### src/rtl/extmem_rd_pipe.sv
// RD_LAT-stage valid/data shift register for read returns; final data stage holds the last word.
// Latency RD_LAT cycles from in_vld to out_vld.
// No backpressure; synchronous rst flushes every stage.
module extmem_rd_pipe #(
  parameter int DATA_W = 32,
  parameter int RD_LAT = 1
) (
  input  logic              clk,
  input  logic              rst,
  input  logic              in_vld,
  input  logic [DATA_W-1:0] in_dat,
  output logic              out_vld,
  output logic [DATA_W-1:0] out_dat
);

  logic [RD_LAT-1:0] vld;
  logic [DATA_W-1:0] dat [RD_LAT];

  // Shift valids every cycle; a data stage only loads when its input is valid, so the
  // last stage keeps the most recently returned word between pulses.
  always_ff @(posedge clk) begin
    if (rst) begin
      vld <= '0;
      for (int i = 0; i < RD_LAT; i++) dat[i] <= '0;
    end else begin
      vld[0] <= in_vld;
      if (in_vld) dat[0] <= in_dat;
      for (int i = 1; i < RD_LAT; i++) begin
        vld[i] <= vld[i-1];
        if (vld[i-1]) dat[i] <= dat[i-1];
      end
    end
  end

  assign out_vld = vld[RD_LAT-1];
  assign out_dat = dat[RD_LAT-1];

endmodule

### config.mk
export PLATFORM = sky130hd
export DESIGN_NAME = extmem_rd_pipe
export DESIGN_NICKNAME = d
export VERILOG_FILES = /design/src/rtl/extmem_rd_pipe.sv
export SDC_FILE = /design/constraint.sdc
export NUM_CORES = 1
export LEC_CHECK = 0
export CORE_MARGIN = 2
export CORE_UTILIZATION = 42
export CTS_CLUSTER_DIAMETER = 30
export CTS_CLUSTER_SIZE = 40
export DETAILED_ROUTE_END_ITERATION = 8
export PLACE_DENSITY_LB_ADDON = 0.3
export SLEW_MARGIN = 20
export SYNTH_ARGS = -nofsm -noshare
export SYNTH_HDL_FRONTEND = slang
export SYNTH_SLANG_ARGS = --single-unit
### constraint.sdc
create_clock -name clk -period 2.05 [get_ports clk]
set_clock_uncertainty 0.1 [all_clocks]
set_input_delay 0.3075 -clock clk [delete_from_list [all_inputs] [get_ports clk]]
set_output_delay 0.3075 -clock clk [all_outputs]
set_load 0.005 [all_outputs]
==> impl_results.md <==
- Core footprint: between 3000 and 4000 sq um
- Post_cts resized: 0
- Most instantiated cells after synthesis: 32 x edfxtp_1, 23 x and3b_1, 9 x and3b_2
- Rows: 20
- Final worst setup slack: approximately 460 ps
- Synth Area in Simple Gates: 23.1%
- Hold Buf Count CTS: 0
- Sequential area share after synthesis: 74.6%
- Setup TNS Final: 0 ps
- Min cycle time layout: 1590 ps
- Setup-failing EPs final: 0
- Area share of the largest cell type after synthesis: between 70% and 80%
- Run status: finished, final reports clean
- P_leak: approximately 0.00088 uW
- Cell accounting for the most synthesized area: edfxtp_1
- CP max stage cell: clkdlybuf4s50_1
- Clock Path Buffers: 2
- GRT Resource Usage Total: ~16%
- Worst slack, placed: approximately 170 ps
- First-pass GRT wire length: 3910 microns
- Fin crit share: 77.8%
- Worst min path class: primary input to flop
- TritonCTS clock tree: yes
- Post-synth EDFFs: 32
- Critical path required time: 1640 ps
- WL/cell: about 15 microns
- Xor/xnor share of the synthesized area: 0%
- Worst vdd ir: around 450 uV
- Slew @ Worst Pin: a little over 700 ps
- Die Span X: around 60 microns
- Synth Area in Adders: 0%
- Num CTS Buffers: 5
- Hold Crit Depth: 2
- FMAX: between 600 and 700 MHz
- Initial antenna violation count: 0
- Total Wirelength: 2740 microns
- PortBufs: 67
- Slowest stage delay, CP: 510 ps
- Router iterations before antenna repair: 2
- Post-DRT Antenna Nets: 0
- Worst-path cell chain: clkdlybuf4s50_1
- Area contributors post-synth: edfxtp_1 73%, and3b_1 15%, and3b_2 6.9%
- H-tree depth: 2
- Die area: about 3600 sq um
- Pwr dens: slightly above 700 nW/um^2
- Crit path buf inv count: 1
- Fillers: about 230
- Unrepaired setup endpoints after global routing: no
- Detailed-route DRC error count: 0
- Layout area overhead: 58.7%
- Setup bufs post-CTS: 0
- Most frequent cell after synthesis: edfxtp_1
- Clock slew at reported path FFs: approximately 90 ps
- Number of global-route vias before repair: roughly 870
- Crit path depth: 1
- Design Power: ~1500 uW
- GP Congestion: 0.703
- Worst-path fanout max: 1
- Synth Warn #: 0
- Worst Setup End Kind: primary output
- Post-Syn Nets: 108
- Post-synthesis compound-gate area fraction: 0%
- Io pins: slightly below 70
- Synthesized area: about 1300 sq um
- Initial core utilization: between 40% and 50%
- Max cap viols: 0
- N_diodes: 0
- Startpoint type of the worst setup path: flop
- Grt ovf: 0
- Family with the most delay on the worst path: buffers and inverters
- Top FF cell, synth: edfxtp_1
- Main combinational cell family by area after synthesis: simple AND/OR/NAND/NOR gates
- Synth unique cells: 8
- Final core utilization: 69.5%
- Via count: between 800 and 900
- Clock Tree Root: clkbuf_4
- Worst Path Arrival: 1190 ps
- Asr flop ratio synth: 0%
- DRT iter0 DRCs: 19
- Critical path type: flop to primary output
- Largest net degree at the start of global routing: 34
- Max_slew headroom: 52.5%
- Share of layout cells above drive strength 1: approximately 13%
- Routed vias/inst: between 5 and 6
- Die Y: approximately 60 microns
- Mux cell area share after synthesis: 0%
- Fin. max-slew vios: 0
- Final Hold Fails: 0
- Synth Instances: 73
- Clk sink count: 33
- Mapped Avg Cell Area: roughly 18 sq um
- NumNets Final: around 180
- #FFs+latches synth: 33
[registers in the layout (all words and copies together) (netlist names)]
register,count
out_vld,1
dat,32
[path summary, 6_finish.rpt]
path / slack [ps] / startpoint / end
worst max-delay path: 460 / dat[0][24] / out_dat[24]
worst min-delay path: 570 / in_dat[3] / dat[0][3]
[per-stage QoR]
step	cells	instance area, sq um	hold slack (ps)
3_5_place_dp	169	2010	908
3_3_place_gp	169	2010	897
5_1_grt	177	2090	554
2_1_floorplan	73	1320	431
6_report	177	2090	567
4_1_cts	177	2090	555
[kinds of logic after synthesis]
kind of cell | after synthesis
buffers and inverters | 6
DFF | 33
and+or+nand+nor | 34
[final cells by class]
class	count	area, sq um	share of cell area, %
Sequential cell	33	981	47.0
Timing Repair Buffer	69	686	32.9
Multi-Input combinational cell	34	304	14.6
Clock buffer	6	41.3	1.98
Tap cell	33	41.3	1.98
Clock inverter	2	33.8	1.62
[report_power, final]
part	internal [uW]	leakage, uW	switching [uW]
registers	797	0.000352	15.0
clock network	254	0.0000399	203
logic	163	0.000491	65.7
[placed cells by master (no fill, tap or decap)]
master / count
clkdlybuf4s50_1: 67
clkinv_1: 1
and3b_1: 23
clkbuf_1: 1
and3b_2: 9
clkbuf_4: 5
dfxtp_1: 1
nor2b_1: 1
bufinv_16: 1
buf_4: 2
or2_2: 1
edfxtp_1: 32
[metal layers]
layer	vias up	share of wire, %	global-route usage [%]
li1	421	-	-
met1	423	40	16.6
met2	46	49	26.2
met3	7	9.1	6.71
met4	0	1.9	8.57
met5	-	0	0
(Power assumes the default switching activity.)
